`src/rtl/fetch_stage.sv`:
```
// fetch_stage: MIPS IF stage holding the PC, selecting next PC and loading the IF/ID register with stall/flush.
module fetch_stage #(
  parameter int WIDTH = 32,
  parameter logic [WIDTH-1:0] RESET_PC = '0,
  parameter int IMEM_BYTES = 400
) (
  input  logic             CLK,
  input  logic             RST,
  input  logic             Fetch_Stall,
  input  logic             Fetch_BranchTaken,
  input  logic [WIDTH-1:0] Fetch_BranchTarget,
  input  logic             Fetch_Jump,
  input  logic [WIDTH-1:0] Fetch_JumpTarget,
  input  logic [WIDTH-1:0] Fetch_Instr,
  output logic [WIDTH-1:0] Fetch_PC,
  output logic [WIDTH-1:0] Fetch_InstrD,
  output logic [WIDTH-1:0] Fetch_PCPlus4D,
  output logic             Fetch_ValidD,
  output logic [31:0]      Fetch_Count,
  output logic             Fetch_Overrun
);
  logic [WIDTH-1:0] pc_q, pc_d, instr_q, instr_d, pcp4_q, pcp4_d, pc_plus4;
  logic [31:0] cnt_q, cnt_d;
  logic valid_q, valid_d, ovr_q, ovr_d, redirect, deliver;
  always_comb begin
    pc_plus4 = pc_q + WIDTH'(4);
    redirect = Fetch_Jump | Fetch_BranchTaken;
    deliver  = !Fetch_Stall && !redirect;
    // targets are word-aligned by dropping the two low bits
    pc_d     = Fetch_Stall ? pc_q :
               Fetch_Jump ? (Fetch_JumpTarget & ~WIDTH'(3)) :
               Fetch_BranchTaken ? (Fetch_BranchTarget & ~WIDTH'(3)) : pc_plus4;
    instr_d  = Fetch_Stall ? instr_q : redirect ? '0 : Fetch_Instr;
    pcp4_d   = Fetch_Stall ? pcp4_q : redirect ? '0 : pc_plus4;
    valid_d  = Fetch_Stall ? valid_q : !redirect;
    cnt_d    = deliver ? cnt_q + 32'd1 : cnt_q;
    ovr_d    = ovr_q | (deliver && pc_q >= WIDTH'(IMEM_BYTES));
  end
  always_ff @(posedge CLK or posedge RST) begin
    if (RST) begin
      pc_q    <= RESET_PC;
      instr_q <= '0;
      pcp4_q  <= '0;
      valid_q <= 1'b0;
      cnt_q   <= '0;
      ovr_q   <= 1'b0;
    end else begin
      pc_q    <= pc_d;
      instr_q <= instr_d;
      pcp4_q  <= pcp4_d;
      valid_q <= valid_d;
      cnt_q   <= cnt_d;
      ovr_q   <= ovr_d;
    end
  end
  assign Fetch_PC       = pc_q;
  assign Fetch_InstrD   = instr_q;
  assign Fetch_PCPlus4D = pcp4_q;
  assign Fetch_ValidD   = valid_q;
  assign Fetch_Count    = cnt_q;
  assign Fetch_Overrun  = ovr_q;
endmodule

```
`config.mk`:
```
export PLATFORM = sky130hd
export DESIGN_NAME = fetch_stage
export DESIGN_NICKNAME = d
export VERILOG_FILES = /design/src/rtl/fetch_stage.sv
export SDC_FILE = /design/constraint.sdc
export NUM_CORES = 1
export LEC_CHECK = 0
export BUFFER_PORTS_ARGS = -buffer_cell sky130_fd_sc_hd__buf_4
export CAP_MARGIN = 20
export CELL_PAD_IN_SITES_DETAIL_PLACEMENT = 0
export CELL_PAD_IN_SITES_GLOBAL_PLACEMENT = 1
export CORE_MARGIN = 1
export CORE_UTILIZATION = 38
export CTS_BUF_LIST = sky130_fd_sc_hd__clkbuf_4
export CTS_CLUSTER_SIZE = 16
export DETAILED_ROUTE_END_ITERATION = 8
export PLACE_DENSITY_LB_ADDON = 0.1
export SYNTH_ARGS = -nofsm -noshare
export SYNTH_HDL_FRONTEND = slang
export SYNTH_SLANG_ARGS = --single-unit
```
`constraint.sdc`:
```
create_clock -name CLK -period 4.5 [get_ports CLK]
set_input_delay 0.225 -clock CLK [delete_from_list [all_inputs] [get_ports CLK]]
set_output_delay 0.225 -clock CLK [all_outputs]
set_load 0.02 [all_outputs]
```
* Yosys cells after proc, flatten, opt, wreduce, memory -nomap -nowiden
Cells that the tools add are included.
Operators by class: order comparisons 1, add/subtract/negate cells 2, bitwise logic cells 2, reductions and logical operators 4, muxes and demuxes 4
Operators by type and width (number):
- $mux W32 | 4
- $add A32 B1 Y32 const B | 1
- $add A32 B3 Y32 const B | 1
- $ge A32 B9 Y1 const B | 1
- $logic_and A1 B1 Y1 | 2
- $logic_not A1 Y1 | 2
- $or A1 B1 Y1 | 2
Word-level totals: register bits 130, output and inout bits 130, word-level logic and storage cells 19, input bits 101

* Depth between registers and ports, before layout
Gate-level depths: netlist (run 1).
word-level depth 5, mapped depth 7, mapped depth without buffers 6

* Worst setup path after synthesis (run 1)
No wires, ideal clock.
kind reg-to-reg, start reg pc_q[2] (netlist: Fetch_PC[2]), end reg pc_q[26] (netlist: Fetch_PC[26]), setup slack 2.495 ns, setup time 0.083 ns, arrival 1.922 ns, buffers on the path 0, period minus slack after synthesis 2.005 ns, data required time 4.417 ns, cell stages (with the launch flop) 7, cell sequence dfrtp_1 ha_1 inv_1 nor4_4 nand4b_1 o31a_1 o22ai_1
Between the ends: word-level cells in the longest chain between the ends 3
Ends and longest elaborated chain:
- start, declared | line 22 | logic [WIDTH-1:0] pc_q, pc_d, instr_q, instr_d, pcp4_q, pcp4_d, pc_plus4;
- start signal, assigned | line 48 | pc_q <= pc_d;
- $add A32 B3 Y32 | line 26 | pc_plus4 = pc_q + WIDTH'(4);
- $mux W32 | line 32 | Fetch_BranchTaken ? (Fetch_BranchTarget & ~WIDTH'(3)) : pc_plus4;
- $mux W32 | line 31 | Fetch_Jump ? (Fetch_JumpTarget & ~WIDTH'(3)) :
No other way between the ends. A chain may end at the register's enable or synchronous reset.

* Final worst setup path (run 1)
start reg pc_q[4] (netlist: Fetch_PC[4]), end reg pc_q[25] (netlist: Fetch_PC[25])
The elaborated chain is that of the path after synthesis.

==> flow_summary_export.csv, run 1 <==
group,metric,value,unit
floorplanning,start_util,0.3943,
place,io_buffers,222,
global_route,grt_pass1_vias,5602,
cells_and_area,fill_cells,1465,
floorplanning,core,16060,sq um
synthesis,synth_mux_area_frac,0.009682,
synthesis,synth_top_area_frac,0.4979,
sta,hold_violations,0,
synthesis,avgSynthCellArea,9.437,sq um
sta,max_freq,0.4078,GHz
drt,first_pass_iters,5,
sta,clock_skew,17.29,ps
floorplanning,dieWidth,131.1,microns
clocking,root_buffer,"clkbuf_4",
cells_and_area,regArea,3153,sq um
floorplanning,dieArea,17180,sq um
sta,period_share,0.5449,
drt,vias,5886,
setup_path,cp_max_fo,11,
synthesis,synth_xor_area_frac,0.08160,
synthesis,yosysSeqAreaShare,0.4979,
synthesis,netlist_area,6332,sq um
setup_path,startpoint_type,"flop",
sta,finalSetupTns,0,ps
setup_path,cp-end-kind,"flop",
sta,slew_headroom,0.3284,
setup_path,required,4930,ps
power,powerDensity,309.6,nW/um^2
floorplanning,rows,46,
clocking,clk_pin_slew_worst_paths,110,ps
place,preCtsSetupSlack,2134,ps
power,ir_drop,0.0001632,V
job,maxCapViolCount,0,
synthesis,synthCells,671,
clocking,clock_path_buffers,2,
sta,drv_slew,0,
sta,rsz0062_at_grt,"false",
floorplanning,dieHeight,131.1,microns
synthesis,yosys_register_bits,126,
cells_and_area,multi_input_area,2917,sq um
clocking,post-cts-setup-buffers,0,
floorplanning,io_pins,231,
hold_path,hold_path.class,"primary input to flop",
synthesis,synthArstFlopShare,1.000,
global_route,grt_usage,0.2214,
synthesis,yosys-top-cells-area,"dfrtp_1 (50%), nand2_1 (7.2%), xnor2_1 (6.6%)",
synthesis,synth_compound_area_frac,0.1721,
global_route,grt_max_degree,117,
cells_and_area,final_cell_mix,"buf_4 (227), dfrtp_1 (126), nand2_1 (122), o21ai_0 (61), xnor2_1 (48)",
global_route,grt_pass1_wl,29.15,mm
cells_and_area,final_common_cell,"buf_4",
synthesis,synth_cell_types,52,
drt,drtIter0Drc,291,
setup_path,cp_slowest_stage_delay,750,ps
setup_path,crit_type,"flop to flop",
drt,wl,18.72,mm
power,p_leak,4.086,nW
synthesis,synth_ff_type,"dfrtp_1",
synthesis,synthAdderAreaFrac,0.005928,
clocking,insertion_delay,520,ps
clocking,cts_tree,"done",
place,dp_hpwl,12.71,mm
setup_path,crit_top_cell,"nand4_1",
global_route,overflow,0,
synthesis,synth_top_family_by_area,"simple AND/OR/NAND/NOR gates",
synthesis,yosysWarnings,0,
setup_path,crit_chain,"nand4_1 > nor2_1 > nand4_1 > o31a_1 > o22ai_1",
cells_and_area,nets,1022,
sta,worstMarginPinSlew,1007,ps
drt,remaining_drc_errors,0,
clocking,cts_max_level,4,
sta,worst_slack,2048,ps
setup_path,arrival,2890,ps
clocking,cts.sinks,126,
synthesis,synth_top_area_cell,"dfrtp_1",
sta,setup_viol,0,
global_route,antenna_found_initial,0,
synthesis,synth_edf_count,0,
place,routabilityCongestion,0.7918,
drt,wl_per_cell,16.35,microns
synthesis,synth-simple-area-share,0.1869,
setup_path,cp_slowest_cell,"nor2_1",
sta,final.min_clock_period,2452,ps
drt,via_per_inst,5.141,
cells_and_area,syn_to_final_growth,39.79,%
cells_and_area,diodes,0,
cells_and_area,drive_gt1_frac,0.2896,
status,run_status,"complete, no violations",
clocking,cts_buffers,17,
drt,ant_nets,0,
[cells in the mapped netlist (10+ instances only)]
| cell | number |
|---|---|
| xnor2_1 | 48 |
| nor2_1 | 21 |
| dfrtp_1 | 126 |
| o31ai_1 | 10 |
| nand4_1 | 16 |
| nand3_1 | 22 |
| a21oi_1 | 32 |
| inv_1 | 23 |
| nand2_1 | 122 |
| o31a_1 | 12 |
| o22ai_1 | 12 |
| o21ai_0 | 61 |
| clkbuf_1 | 31 |
| xor2_1 | 11 |
| a22oi_1 | 18 |
[what timing repair did]
item                                   in CTS  in global routing
endpoints found under the hold margin     132                  0
hold buffers                               44                  0
resized for setup                           0                  0
[kinds of logic after synthesis]
group | Yosys count
muxes | 6
and+or+nand+nor | 233
other | 1
AOI/OAI and AO/OA | 173
buffers and inverters | 70
DFF | 126
adders and majority gates | 3
xor gates and xnor gates | 59
[worst max-delay path: cells and delay by family, from the launching register on]
family	cells	cell delay, ps
and+or+nand+nor	3	1330
AOI/OAI and AO/OA	2	480
DFF	1	540
[power breakdown]
group          internal (mW)  switching (mW)  total, mW
clock                  0.332           0.408      0.740
combinational          0.299           0.356      0.655
sequential              1.22           0.125       1.35
total                   1.85           0.890       2.74
[registers in the layout (all words and copies together), names as in the netlist]
| register | count |
|---|---|
| Fetch_PC | 30 |
| Fetch_ValidD | 1 |
| Fetch_InstrD | 32 |
| Fetch_PCPlus4D | 30 |
| Fetch_Overrun | 1 |
| Fetch_Count | 32 |
[path summary, 6_finish.rpt]
kind                                startpoint                 to  slack, ps  cells past startpoint
setup / recovery                   Fetch_PC[4]       Fetch_PC[25]       2050                      5
hold / removal             Fetch_JumpTarget[4]        Fetch_PC[4]         50                      4
setup reg to reg                   Fetch_PC[4]       Fetch_PC[25]       2050                      5
hold reg to reg                Fetch_Count[31]    Fetch_Count[31]        480                      1
max in group asynchronous                  RST       Fetch_PC[14]       3020                      4
min in group asynchronous                  RST  Fetch_PCPlus4D[8]        420                      3
[stage by stage]
stage | hold slack [ps] | instance area, sq um | power, mW | std cells | util
after global placement | 445.1 | 8135 | 1.972 | 1070 | 0.5066
final | 46.33 | 8852 | 2.741 | 1145 | 0.5513
after floorplan | 358.6 | 6344 | 1.684 | 674 | -
after global routing | 5.712 | 8852 | 2.894 | 1145 | 0.5513
after CTS | 2.766 | 8825 | 2.768 | 1144 | 0.5496
after detailed placement | 460.1 | 8135 | 1.989 | 1070 | 0.5066
[metal layers]
layer,vias to the layer above,global-route usage,part of all wire,wire length (microns)
met1,2822,0.2975,0.45,8410
met2,187,0.3542,0.47,8791
met5,-,0,0,0
li1,2861,-,-,-
met4,0,0.05274,0.0096,179
met3,16,0.06088,0.071,1334
[layout make-up]
class,count,share of cell area
Sequential cell,126,0.3562
Multi-Input combinational cell,478,0.3295
Timing Repair Buffer,272,0.2454
Tap cell,216,0.03053
Clock buffer,20,0.01696
Clock inverter,10,0.01117
Inverter,23,0.01032
No activity file was read; power rests on OpenSTA's default activity.
==> run 2: changes to the inputs <==
==> constraint.sdc (replaced) <==
create_clock -name CLK -period 2.6 [get_ports CLK]
set_input_delay 0.13 -clock CLK [delete_from_list [all_inputs] [get_ports CLK]]
set_output_delay 0.13 -clock CLK [all_outputs]
set_load 0.02 [all_outputs]
==> run 2 against run 1 <==
  * Flip-flop and latch count stayed put
  * Global-route usage rose by 1.4 points
  * Core utilization increased by 2.7 points
  * Clock-buffer cell count down 1
  * Combinational power is 86% higher
  * Clock skew rose by 4.0 ps
==> flow_summary_export.csv, run 2 (same netlist as run 1, synthesis figures left out) <==
group,metric,value,unit
clocking,ctsResizeCount,0,
sta,final.min_clock_period,2404,ps
power,seq_power_share,0.487,
power,power_frac_comb,0.257,
power,switching_share,0.3338,
sta,max_freq,0.4160,GHz
status,run_status,"complete, no violations",
power,clockPowerShare,0.256,
sta,rsz0062_at_grt,"false",
global_route,overflow,0,
power,p_leak,4.274,nW
drt,wl,19.75,mm
setup_path,cp_max_fo,9,
drt,via_per_inst,5.129,
setup_path,arrival,2850,ps
sta,clock_skew,21.28,ps
global_route,grt_pass1_vias,5966,
drt,wl_per_cell,16.53,microns
hold_path,hold_path.class,"primary input to flop",
sta,period_share,0.9246,
clocking,cts_tree,"done",
sta,finalSetupTns,0,ps
floorplanning,core,16060,sq um
global_route,grt_usage,0.2352,
clocking,clock_path_buffers,2,
setup_path,startpoint_type,"flop",
place,preCtsSetupSlack,477.0,ps
sta,slew_headroom,0.3395,
drt,first_pass_iters,5,
floorplanning,dieWidth,131.1,microns
floorplanning,dieHeight,131.1,microns
clocking,root_buffer,"clkbuf_4",
drt,remaining_drc_errors,0,
power,ir_drop,0.0002499,V
clocking,cts_buffers,17,
sta,drv_slew,0,
drt,ant_nets,0,
sta,setup_viol,0,
cells_and_area,nets,1067,
power,total_power,4.754,mW
power,internal-power,3.167,mW
floorplanning,start_util,0.3943,
global_route,antenna_found_initial,3,
setup_path,crit_type,"flop to flop",
cells_and_area,drive_gt1_frac,0.2930,
cells_and_area,final_common_cell,"buf_4",
power,p_switching,1.587,mW
setup_path,cp-end-kind,"flop",
floorplanning,rows,46,
floorplanning,dieArea,17180,sq um
sta,hold_violations,0,
clocking,cts.sinks,126,
job,maxCapViolCount,0,
power,powerDensity,512.3,nW/um^2
global_route,grt_pass1_wl,30.67,mm
floorplanning,io_pins,231,
sta,worstMarginPinSlew,990.7,ps
clocking,cts_max_level,4,
cells_and_area,final_cell_mix,"buf_4 (237), dfrtp_1 (126), nand2_1 (122), dlygate4sd3_1 (78), o21ai_0 (61)",
clocking,post-cts-setup-buffers,0,
place,routabilityCongestion,0.7944,
cells_and_area,fin_cells,1195,
place,place_inst,1082,
drt,vias,6129,
clocking,insertion_delay,540,ps
cells_and_area,syn_to_final_growth,46.55,%
place,dp_hpwl,13.56,mm
place,io_buffers,222,
drt,drtIter0Drc,334,
sta,worst_slack,196.1,ps
clocking,clk_pin_slew_worst_paths,110,ps
setup_path,required,3050,ps
global_route,grt_max_degree,109,
run 2: cell count changes in the layout (fill, tap and decap cells not counted), sizes merged:
cell	previous run	this run
clkinvlp	2	4
clkinv	6	9
inv	23	22
clkbuf	20	19
diode	0	3
buf	228	239
bufinv	2	1
dlygate4sd3	44	78
run 2: path summary, 6_finish.rpt:
path                                 startpoint            endpoint  slack [ps]  cells past startpoint
setup / recovery                    Fetch_PC[8]        Fetch_PC[16]         200                      6
hold / removal             Fetch_JumpTarget[24]        Fetch_PC[24]          50                      4
setup reg to reg                    Fetch_PC[8]        Fetch_PC[16]         200                      6
hold reg to reg                   Fetch_Overrun       Fetch_Overrun         490                      1
max in group asynchronous                   RST     Fetch_Count[30]        1500                      4
min in group asynchronous                   RST  Fetch_PCPlus4D[30]         300                      3
run 2: what timing repair did:
item                                   4_1_cts  5_1_grt
endpoints found under the hold margin       90        0
setup endpoints to repair                    0        0
hold buffers                                78        0
run 2: routing by layer:
layer,track usage,wire length [microns]
met1,0.3046,8704
met2,0.3785,9405
met3,0.06615,1314
met4,0.07843,326
met5,0,0
run 2: power by group through the flow:
stage / sequential, mW / combinational, mW / clock [mW]
3_5_place_dp: 2.35 / 1.11 / 0
3_3_place_gp: 2.34 / 1.09 / 0
6_report: 2.32 / 1.22 / 1.22
2_1_floorplan: 2.49 / 0.422 / 0
5_1_grt: 2.34 / 1.32 / 1.35
4_1_cts: 2.31 / 1.22 / 1.27
run 2: final cells by class:
cell class,instances,area (sq um)
Inverter,23,90.09
Fill cell,1475,6778
Sequential cell,126,3153
Clock buffer,19,142.6
Clock inverter,13,100.1
Multi-Input combinational cell,478,2917
Antenna cell,3,7.507
Timing Repair Buffer,317,2600
Tap cell,216,270.3
run 2: worst max-delay path, cell delays in order (launching register included):
cell,delay [ps]
dfrtp_1,570
and3_1,300
nand3_2,140
nor3_1,450
a222oi_1,150
dlygate4sd3_1,590
o2bb2ai_1,140
run 2: metrics by stage:
stage,cell area (sq um),utilization,hold slack [ps]
after floorplan,6347,-,263.6
after global placement,8249,0.5137,343.1
after detailed placement,8249,0.5137,357.5
after CTS,9273,0.5775,1.291
after global routing,9278,0.5778,7.791
final,9280,0.5779,49.08
